==> src/rtl/opsum_quant_packer_if.sv <==
// opsum_quant_packer_if: groups the upstream opsum stream (from the PE array)
// and the downstream GLB write stream into one bundle.
//   master: the environment side (drives opsums, accepts GLB words)
//   slave : the packer side
interface opsum_quant_packer_if #(
  parameter int DATA_SIZE = 32
);
  logic                 opsum_valid;
  logic                 opsum_ready;
  logic [DATA_SIZE-1:0] opsum_data;
  logic                 out_valid;
  logic                 out_ready;
  logic [DATA_SIZE-1:0] out_data;

  modport master (
    output opsum_valid, opsum_data, out_ready,
    input  opsum_ready, out_valid, out_data
  );

  modport slave (
    input  opsum_valid, opsum_data, out_ready,
    output opsum_ready, out_valid, out_data
  );
endinterface

==> src/rtl/opsum_quant_packer.sv <==
// opsum_quant_packer: post-processing stage between the PE array opsum output
// and the GLB write port. Quant mode requantizes each 32-bit opsum to int8
// (round, arithmetic shift, optional ReLU, zero point, clamp) and packs four
// bytes per GLB word, first byte in bits [7:0]. Bypass mode forwards raw psums.
// Pipeline: S1 (byte or raw word) -> PACK (4 bytes + index) -> OUT.
// Optional macro OPSUM_QUANT_SAT_STATS_EN builds the clamp-event counter
// behind sat_cnt; without it sat_cnt is tied to zero.
module opsum_quant_packer #(
  parameter int DATA_SIZE  = 32,
  parameter int SHIFT_BITS = 5,
  parameter int CNT_BITS   = 16
) (
  input  logic                  clk,
  input  logic                  rst,
  input  logic                  cfg_load,
  input  logic                  cfg_bypass,
  input  logic                  cfg_relu,
  input  logic [SHIFT_BITS-1:0] cfg_shift,
  input  logic [7:0]            cfg_zp,
  input  logic                  flush,
  output logic                  flush_done,
  output logic                  busy,
  output logic [CNT_BITS-1:0]   sat_cnt,
  opsum_quant_packer_if.slave   bus
);

  // Quant arithmetic width: two guard bits above the opsum so the rounding
  // add and the zero-point add never wrap.
  localparam int QW = DATA_SIZE + 2;
  localparam logic signed [QW-1:0] Q_MAX = 127;
  localparam logic signed [QW-1:0] Q_MIN = -128;

  // Configuration registers
  logic                  bypass_q, bypass_d;
  logic                  relu_q, relu_d;
  logic [SHIFT_BITS-1:0] shift_q, shift_d;
  logic [7:0]            zp_q, zp_d;

  // Pipeline registers
  logic                  s1_valid_q, s1_valid_d;
  logic [DATA_SIZE-1:0]  s1_data_q, s1_data_d;
  logic [DATA_SIZE-1:0]  pack_q, pack_d;
  logic [1:0]            idx_q, idx_d;
  logic                  out_valid_q, out_valid_d;
  logic [DATA_SIZE-1:0]  out_data_q, out_data_d;
  logic                  flush_pend_q, flush_pend_d;
  logic                  flush_done_q, flush_done_d;

  // Handshake and quant datapath
  logic                  out_free;
  logic                  s1_moves;
  logic                  opsum_ready;
  logic                  accept;
  logic                  cfg_take;
  logic signed [QW-1:0]  q_x, q_rnd, q_sum, q_r, q_v;
  logic [7:0]            q_byte;

  assign busy     = s1_valid_q || (idx_q != 2'd0) || out_valid_q || flush_pend_q;
  assign cfg_take = cfg_load && !busy;

  // Requantize the incoming opsum: round half up, shift, ReLU, zero point, clamp.
  always_comb begin
    q_x   = $signed({{2{bus.opsum_data[DATA_SIZE-1]}}, bus.opsum_data});
    q_rnd = '0;
    if (shift_q != '0) q_rnd = QW'(1) << (shift_q - 1'b1);
    q_sum = q_x + q_rnd;
    q_r   = q_sum >>> shift_q;
    if (relu_q && q_r[QW-1]) q_r = '0;
    q_v   = q_r + $signed({{(QW-8){zp_q[7]}}, zp_q});
    if (q_v > Q_MAX)      q_byte = 8'h7F;
    else if (q_v < Q_MIN) q_byte = 8'h80;
    else                  q_byte = q_v[7:0];
  end

  // Next-state for the pipeline, packing index, flush sequencing and config.
  always_comb begin
    // NOTE: every signal written here gets a default first, so no path can
    // leave one unassigned and infer a latch.
    bypass_d     = bypass_q;
    relu_d       = relu_q;
    shift_d      = shift_q;
    zp_d         = zp_q;
    s1_valid_d   = s1_valid_q;
    s1_data_d    = s1_data_q;
    pack_d       = pack_q;
    idx_d        = idx_q;
    out_valid_d  = out_valid_q;
    out_data_d   = out_data_q;
    flush_pend_d = flush_pend_q;
    flush_done_d = 1'b0;

    out_free = !out_valid_q || bus.out_ready;
    // In quant mode only the 4th byte needs room in OUT; bytes 1-3 always fit PACK.
    if (bypass_q) s1_moves = s1_valid_q && out_free;
    else          s1_moves = s1_valid_q && ((idx_q != 2'd3) || out_free);
    opsum_ready = !rst && !flush_pend_q && (!s1_valid_q || s1_moves);
    accept      = bus.opsum_valid && opsum_ready;

    if (out_valid_q && bus.out_ready) out_valid_d = 1'b0;

    if (s1_moves) begin
      if (bypass_q) begin
        out_valid_d = 1'b1;
        out_data_d  = s1_data_q;
      end else if (idx_q == 2'd3) begin
        out_valid_d = 1'b1;
        out_data_d  = {s1_data_q[7:0], pack_q[23:0]};
        pack_d      = '0;
        idx_d       = 2'd0;
      end else begin
        pack_d[{idx_q, 3'b000} +: 8] = s1_data_q[7:0];
        idx_d                        = idx_q + 2'd1;
      end
    end

    if (accept) begin
      s1_valid_d = 1'b1;
      s1_data_d  = bypass_q ? bus.opsum_data : {{(DATA_SIZE-8){1'b0}}, q_byte};
    end else if (s1_moves) begin
      s1_valid_d = 1'b0;
    end

    // Flush waits for S1 to drain; PACK keeps unfilled bytes at zero, so a
    // partial word goes out as-is.
    if (flush_pend_q) begin
      if (!s1_valid_q) begin
        if (idx_q == 2'd0) begin
          flush_pend_d = 1'b0;
          flush_done_d = 1'b1;
        end else if (out_free) begin
          out_valid_d  = 1'b1;
          out_data_d   = pack_q;
          pack_d       = '0;
          idx_d        = 2'd0;
          flush_pend_d = 1'b0;
          flush_done_d = 1'b1;
        end
      end
    end else if (flush) begin
      flush_pend_d = 1'b1;
    end

    if (cfg_take) begin
      bypass_d = cfg_bypass;
      relu_d   = cfg_relu;
      shift_d  = cfg_shift;
      zp_d     = cfg_zp;
    end
  end

  // State registers; reset discards all in-flight data.
  always_ff @(posedge clk or posedge rst) begin
    if (rst) begin
      bypass_q     <= 1'b0;
      relu_q       <= 1'b0;
      shift_q      <= '0;
      zp_q         <= '0;
      s1_valid_q   <= 1'b0;
      s1_data_q    <= '0;
      pack_q       <= '0;
      idx_q        <= 2'd0;
      out_valid_q  <= 1'b0;
      out_data_q   <= '0;
      flush_pend_q <= 1'b0;
      flush_done_q <= 1'b0;
    end else begin
      // NOTE: non-blocking only, so every register samples pre-edge values.
      bypass_q     <= bypass_d;
      relu_q       <= relu_d;
      shift_q      <= shift_d;
      zp_q         <= zp_d;
      s1_valid_q   <= s1_valid_d;
      s1_data_q    <= s1_data_d;
      pack_q       <= pack_d;
      idx_q        <= idx_d;
      out_valid_q  <= out_valid_d;
      out_data_q   <= out_data_d;
      flush_pend_q <= flush_pend_d;
      flush_done_q <= flush_done_d;
    end
  end

  assign bus.opsum_ready = opsum_ready;
  assign bus.out_valid   = out_valid_q;
  assign bus.out_data    = out_data_q;
  assign flush_done      = flush_done_q;

`ifdef OPSUM_QUANT_SAT_STATS_EN
  logic                sat_cnt_q, sat_cnt_unused;
  logic [CNT_BITS-1:0] sat_q, sat_d;
  logic                q_sat;

  assign sat_cnt_q      = 1'b0;
  assign sat_cnt_unused = sat_cnt_q;

  // Count clamped quant results; sticks at all-ones, cleared by a taken cfg_load.
  always_comb begin
    q_sat = (q_v > Q_MAX) || (q_v < Q_MIN);
    sat_d = sat_q;
    if (cfg_take) sat_d = '0;
    else if (accept && !bypass_q && q_sat && (sat_q != '1)) sat_d = sat_q + 1'b1;
  end

  // Saturation counter register.
  always_ff @(posedge clk or posedge rst) begin
    if (rst) sat_q <= '0;
    else     sat_q <= sat_d;
  end

  assign sat_cnt = sat_q;
`else
  assign sat_cnt = '0;
`endif

endmodule

==> src/flat_wrapper.sv <==
// flat-port wrapper written by rule: the top's interface ports become plain ports
module opsum_quant_packer_flat 
#(
  parameter int DATA_SIZE  = 32,
  parameter int SHIFT_BITS = 5,
  parameter int CNT_BITS   = 16
)
  (clk, rst, cfg_load, cfg_bypass, cfg_relu, cfg_shift, cfg_zp, flush, flush_done, busy, sat_cnt, bus_opsum_valid, bus_opsum_data, bus_out_ready, bus_opsum_ready, bus_out_valid, bus_out_data);
  opsum_quant_packer_if #(.DATA_SIZE(DATA_SIZE)) bus_i ();
  input  logic clk;
  input  logic rst;
  input  logic cfg_load;
  input  logic cfg_bypass;
  input  logic cfg_relu;
  input  logic [SHIFT_BITS-1:0] cfg_shift;
  input  logic [7:0] cfg_zp;
  input  logic flush;
  output logic flush_done;
  output logic busy;
  output logic [CNT_BITS-1:0] sat_cnt;
  input wire logic [$bits(bus_i.opsum_valid)-1:0] bus_opsum_valid;
  input wire logic [$bits(bus_i.opsum_data)-1:0] bus_opsum_data;
  input wire logic [$bits(bus_i.out_ready)-1:0] bus_out_ready;
  output wire logic [$bits(bus_i.opsum_ready)-1:0] bus_opsum_ready;
  output wire logic [$bits(bus_i.out_valid)-1:0] bus_out_valid;
  output wire logic [$bits(bus_i.out_data)-1:0] bus_out_data;
  assign bus_i.opsum_valid = bus_opsum_valid;
  assign bus_i.opsum_data = bus_opsum_data;
  assign bus_i.out_ready = bus_out_ready;
  assign bus_opsum_ready = bus_i.opsum_ready;
  assign bus_out_valid = bus_i.out_valid;
  assign bus_out_data = bus_i.out_data;
  opsum_quant_packer #(.DATA_SIZE(DATA_SIZE), .SHIFT_BITS(SHIFT_BITS), .CNT_BITS(CNT_BITS)) u_core (.clk(clk), .rst(rst), .cfg_load(cfg_load), .cfg_bypass(cfg_bypass), .cfg_relu(cfg_relu), .cfg_shift(cfg_shift), .cfg_zp(cfg_zp), .flush(flush), .flush_done(flush_done), .busy(busy), .sat_cnt(sat_cnt), .bus(bus_i));
endmodule
==> config.mk <==
export PLATFORM = sky130hd
export DESIGN_NAME = opsum_quant_packer_flat
export DESIGN_NICKNAME = d
export VERILOG_FILES = /design/src/rtl/opsum_quant_packer_if.sv /design/src/rtl/opsum_quant_packer.sv /design/src/flat_wrapper.sv
export SDC_FILE = /design/constraint.sdc
export NUM_CORES = 1
export LEC_CHECK = 0
export ABC_AREA = 0
export CELL_PAD_IN_SITES_DETAIL_PLACEMENT = 0
export CELL_PAD_IN_SITES_GLOBAL_PLACEMENT = 1
export CORE_ASPECT_RATIO = 1.2
export CORE_MARGIN = 3
export CORE_UTILIZATION = 45
export CTS_CLUSTER_SIZE = 14
export DETAILED_ROUTE_END_ITERATION = 7
export MAX_ROUTING_LAYER = met4
export PLACE_DENSITY_LB_ADDON = 0.08
export SLEW_MARGIN = 20
export SYNTH_ARGS = -nofsm -noshare
export SYNTH_HDL_FRONTEND = slang
export SYNTH_SLANG_ARGS = --single-unit
==> constraint.sdc <==
create_clock -name clk -period 10.8 [get_ports clk]
set_clock_uncertainty 0.05 [all_clocks]
set_input_delay 2.16 -clock clk [delete_from_list [all_inputs] [get_ports clk]]
set_output_delay 2.16 -clock clk [all_outputs]
set_load 0.02 [all_outputs]
After elaboration in Yosys (flattened, before gate mapping) --
Index checks and enable logic that the tools add are counted.
Word-level totals: logic and storage cells 95, bits of input ports 53, bits in registers 117
Cells by class: $lt $le $gt $ge 2, shift operators 4, equal/unequal tests 2, add/sub/neg operators 5, reductions and logical operators 23, muxes and demuxes 47
Operators with widths (count):
- two-way mux 32 bit | 15
- two-way mux 34 bit | 2
- adder 32 x 34 -> 34 bit | 1
- adder 34 x 8 -> 34 bit | 1
- > comparator 34 x 8 -> 1 bit, second input constant | 1
- less-than comparator 34 x 8 -> 1 bit, second input constant | 1
- << shifter 1 x 5 -> 34 bit, first input constant | 1
- >>> shifter 34 x 5 -> 34 bit | 1
- bitwise mux 32 bit | 1
- variable shift 8 x 7 -> 32 bit, first input constant | 1
- variable part select 8 x 7 -> 32 bit | 1
- two-way mux 1 bit | 20
- two-way mux 8 bit | 2
- two-way mux 2 bit | 7
- logical AND 1 bit | 8
- negation 5 -> 7 bit | 1
- logical OR 1 bit | 6
- zero test 1 bit | 5
- nonzero test 5 bit | 1
- subtractor 5 x 1 -> 5 bit, second input constant | 1
- nonzero test 2 bit | 2
- adder 2 x 1 -> 2 bit, second input constant | 1
- == test 2 bit, second input constant | 1
- zero test 2 bit | 1
- != test 2 bit, second input constant | 1

Longest topological paths before layout --
depth in word-level cells 12, depth in mapped cells 32, mapped depth without buffers 27

Worst setup path after synthesis --
No wires, ideal clock.
path type input-to-reg, start point input port bus_opsum_data[0], end point register u_core.s1_data_q[0], arrival 8413 ps, cell stages on the path 24, path buffers 0, setup time 95 ps, slack 2242 ps, cell sequence ha_1 fa_1 a21o_2 a221oi_2 or3_4 nand3_2 and3_4 or2_0 mux4_2 mux2_2 mux4_2 and2_1 ha_1 fa_1 a211oi_1 o21a_1 a21boi_0 o311a_1 or4_1 a31oi_1 xor2_1 nor4_2 o31ai_1 o31ai_1
On the way: cells in the longest elaborated chain, start to end 9, elaborated cells between the ends (all ways) 10, those cells by class add/sub: 2; order compare: 2; shift: 1; mux: 4; reduce/logical: 1
Ends and longest elaborated chain:
- from (decl) | RTL line flat_wrapper.sv:22 | input wire logic [$bits(bus_i.opsum_data)-1:0] bus_opsum_data;
- adder 32 x 34 -> 34 bit | RTL line opsum_quant_packer.sv:66 | q_sum = q_x + q_rnd;
- >>> shifter 34 x 5 -> 34 bit | RTL line opsum_quant_packer.sv:67 | q_r = q_sum >>> shift_q;
- logical AND 1 bit | RTL line opsum_quant_packer.sv:68 | if (relu_q && q_r[QW-1]) q_r = '0;
- two-way mux 34 bit | RTL line opsum_quant_packer.sv:68
- adder 34 x 8 -> 34 bit | RTL line opsum_quant_packer.sv:69 | q_v = q_r + $signed({{(QW-8){zp_q[7]}}, zp_q});
- less-than comparator 34 x 8 -> 1 bit | RTL line opsum_quant_packer.sv:71 | else if (q_v < Q_MIN) q_byte = 8'h80;
- two-way mux 8 bit | RTL line opsum_quant_packer.sv:71
- two-way mux 8 bit | RTL line opsum_quant_packer.sv:70 | if (q_v > Q_MAX) q_byte = 8'h7F;
- two-way mux 32 bit (*) | RTL line opsum_quant_packer.sv:118 | s1_data_d = bypass_q ? bus.opsum_data : {{(DATA_SIZE-8){1'b0}}, q_byte};
- to (signal assigned) | RTL line opsum_quant_packer.sv:173 | s1_data_q <= s1_data_d;
- to (decl) | RTL line opsum_quant_packer.sv:41 | logic [DATA_SIZE-1:0] s1_data_q, s1_data_d;
Every way passes the cells marked *; elsewhere a longest branch is shown, timed or not. A chain may end at the register's enable or synchronous reset.

Worst setup path after layout --
start point input port bus_opsum_data[0], end point register u_core.s1_data_q[1]
On the way: cells in the longest elaborated chain, start to end 9, elaborated cells between the ends (all ways) 10, those cells by class add/sub: 2; order compare: 2; shift: 1; mux: 4; reduce/logical: 1
Ends and longest elaborated chain (RTL line):
- adder 32 x 34 -> 34 bit (*) | opsum_quant_packer.sv:66
- >>> shifter 34 x 5 -> 34 bit (*) | opsum_quant_packer.sv:67
- logical AND 1 bit | opsum_quant_packer.sv:68
- two-way mux 34 bit (*) | opsum_quant_packer.sv:68
- adder 34 x 8 -> 34 bit (*) | opsum_quant_packer.sv:69
- less-than comparator 34 x 8 -> 1 bit | opsum_quant_packer.sv:71
- two-way mux 8 bit | opsum_quant_packer.sv:71
- two-way mux 8 bit (*) | opsum_quant_packer.sv:70
- two-way mux 32 bit (*) | opsum_quant_packer.sv:118
Marked as above.

==> results <==
-- cells in the final DEF (no fill, tap or decap), types with 32 or more instances in the layout --
| master | Yosys | final |
|---|---|---|
| xnor2_1 | 38 | 38 |
| buf_4 | 20 | 40 |
| nand3_1 | 56 | 56 |
| o21ai_0 | 77 | 77 |
| clkdlybuf4s50_1 | 0 | 88 |
| dfrtp_1 | 117 | 117 |
| ha_1 | 72 | 72 |
| a21oi_1 | 129 | 129 |
| a211oi_1 | 34 | 34 |
| a22oi_1 | 35 | 35 |
| nand2_1 | 156 | 156 |
| o22ai_1 | 40 | 40 |
| mux2i_1 | 32 | 32 |
| inv_1 | 35 | 34 |
| nor3_1 | 41 | 41 |
| nor2_1 | 178 | 176 |
-- state kept, by name, summed over array words and instances, names as in the netlist, 2 cells and up --
signal / cells
u_core.idx_q: 2
u_core.pack_q: 32
u_core.shift_q: 5
u_core.s1_data_q: 32
u_core.zp_q: 8
u_core.bus.out_data: 32
-- cell type report --
cell class              count  area [um^2]  area share
diodes                      1         2.50    0.000175
clock buffers              18          429      0.0301
clock inverters            14          176      0.0124
inverters                  37          141     0.00991
multi-input cells        1337         8940       0.627
flip-flops and latches    117         2930       0.205
well taps                 374          468      0.0328
repair buffers            128         1180      0.0828
-- how the worst max path moves through the flow --
stage | to
floorplan | u_core.s1_data_q[0]
global placement | u_core.s1_data_q[1]
detailed placement | u_core.s1_data_q[1]
CTS | u_core.s1_data_q[1]
global route | u_core.s1_data_q[0]
finish | u_core.s1_data_q[1]
-- metrics by stage --
stage	cells	cell area (um^2)
after floorplan	1620	12700
after global placement	1993	13700
after detailed placement	1993	13700
after CTS	2025	14300
after global routing	2026	14300
final	2026	14300
-- logic make-up after synthesis --
group,after synthesis
AOI/OAI and AO/OA,547
DFF,117
buffers and inverters,166
muxes,73
xor gates and xnor gates,53
other,2
adders and majority gates,74
and+or+nand+nor,572
-- routing by layer --
metal,routed length [um],vias to the layer above,GRT usage
li1,-,6091,-
met1,18800,6247,0.361
met4,3410,0,0.195
met3,2130,123,0.0335
met5,0,-,-
met2,23600,481,0.546
-- worst min-delay path, delay by kind of cell, from the launching register on --
family	cells	cell delay, ns
DFF	1	0.34
and+or+nand+nor	2	0.10
==> run summary <==
* finished, final reports clean — run status
* 0.299 — compound-gate portion of the synthesized area
* 0.42 ns — clock network latency to the later pin of the worst-skew pair
* 98.0 MHz — highest clock frequency the design can meet
* 0 — number of gates resized after CTS
* 7 — CP Max Fanout
* false — RSZ-0062 raised after global routing
* primary input to flip-flop — Worst Setup Path Type
* 10.49 ns — CP Data Arrival Time
* 105 — number of top-level pins
* clkbuf_16 — clock root cell
* 0 — global route overflow
* u_core.s1_data_q[1] — endpoint of the worst-slack reg-to-reg timing path
* 0.0126 mm^2 — combined area of all synthesized cells
* 0.598 ns — worst-case setup margin in the final layout
* u_core.s1_data_q[16] — Worst Hold End
* 0.0755 — share of synthesized area spent on multiplexers
* 0 ns — final-layout setup total negative slack
* 37900 um — DP Wirelength
* 117 — number of clock sinks
* 2 — critical path buffer and inverter count
* 1604 — number of cells produced by synthesis
* 159 um — Horiz. Die Dim
* flip-flop — critical path endpoint category
* 7.88 um^2 — synthesized area per cell
* 0.520 — Post-Route Utilization
* flip-flop to flip-flop — min-delay worst type
* 0 — total of warnings raised by yosys
* 0.461 — starting utilization of the core area
* 117 — flip-flop and latch count after synthesis
* 0.414 ns — tightest hold margin
* 1765 — final layout net count
* compound AO/OA/AOI/OAI gates — main combinational cell family by area after synthesis
* 48000 um — sum of routed wire length over all layers
* 0 — Final Hold Violating Endpoints
* dfrtp_1 (23%), ha_1 (7.1%), nor2_1 (5.3%), a21oi_1 (5.1%), nand2_1 (4.6%) — synth top area cells
* 0.231 — sequential-to-total area share from yosys stat
* 0 — number of flops mapped to enable cells by yosys
* built — TritonCTS clock tree
* 88 — number of port buffers
* 66 — std cell rows
* 103 — count of unique library cells instantiated by Yosys
* nor2_1 (178), nand2_1 (156), a21oi_1 (129) — cell types with the highest counts after synthesis
* 1.00 — share of flip-flops with an asynchronous set or reset after synthesis
* 4 — count of H-tree levels built during CTS
* 0.0274 mm^2 — Core Area
* 0 — count of unresolved DRC violations after routing
* 11.09 ns — data required time of the worst path
* 2 — number of cells on the worst hold path
* 12600 — via count of the first global-routing pass
* 12900 — vias post-DR
* 25 — critical path depth in cells
* 2737 — number of fill cells
* 0.231 — share of the synthesized area in the top cell type
* nor2_1 — cell with the most instances after synthesis
* 0 — CTS hold repair buffers
* a211oi_1 — Slowest-stage cell, CP
* 0 — number of failing setup endpoints in the final timing report
* 0.06 ns — Reg clk slew, reported paths
* 27 — worst reg-to-reg path cell count
* u_core.s1_data_q[16] — critical hold path startpoint
* compound AO/OA/AOI/OAI gates — cell class contributing the biggest share of worst-path delay
* 0.214 — synthesized-area fraction occupied by and/or/nand/nor cells
* 78 — largest net degree at the start of global routing
* u_core.shift_q[1] — worst reg2reg path startpoint
* 0.0373 — xor/xnor cell area share of the yosys netlist
* 0.293 — Slew headroom
* 1158 — count of routing violations after the opening detailed-route iteration
* 0 — number of antenna-violating nets in the routed design
* 2 — Bufs on Longest Clock Path
* 190 um — die height
* 12.8% — area growth from synthesis to layout
* 0.319 — gr usage total
* 10.20 ns — final critical path time including I/O delays and setup
* primary input — category of the worst setup path launch point
* 6.39 — via count normalized by instance count
* 0.0993 — share of layout cells above drive strength 1
* 0.0302 mm^2 — Die ar.
* bus_opsum_data[0] — CP startpoint
* dfrtp_1 — dominant synthesized flop cell
* 17 — number of buffers created by CTS
* 0 — number of max-slew violations in the final report
* 1.06 ns — Slew @ Worst Pin
* 0.56 ns — CP peak stage delay
* 73500 um — global-route wire length before repair
* 23.7 um — detail-routed net length per standard cell
* 5 — DRT Pass-1 Iters
* 0.420 ns — placement-stage worst setup slack
* 0.989 — Final GP Congestion
* 1 — number of antenna violations at the first check in global routing
* 0 — max capacitance violation total
* dfrtp_1 — top cell type by total area after synthesis
* 0.945 — post-route fraction of the period consumed by the critical path
* 0 — number of buffers inserted by post-CTS setup repair
* 1.44 ns — Reg2Reg Setup Slack
* 0.0744 — adder and majority cell fraction of the synthesized area
Power of run 1 is left out: the tool's default activity adds up to more than one toggle a clock period on the data nets, which glitch-free logic cannot reach.
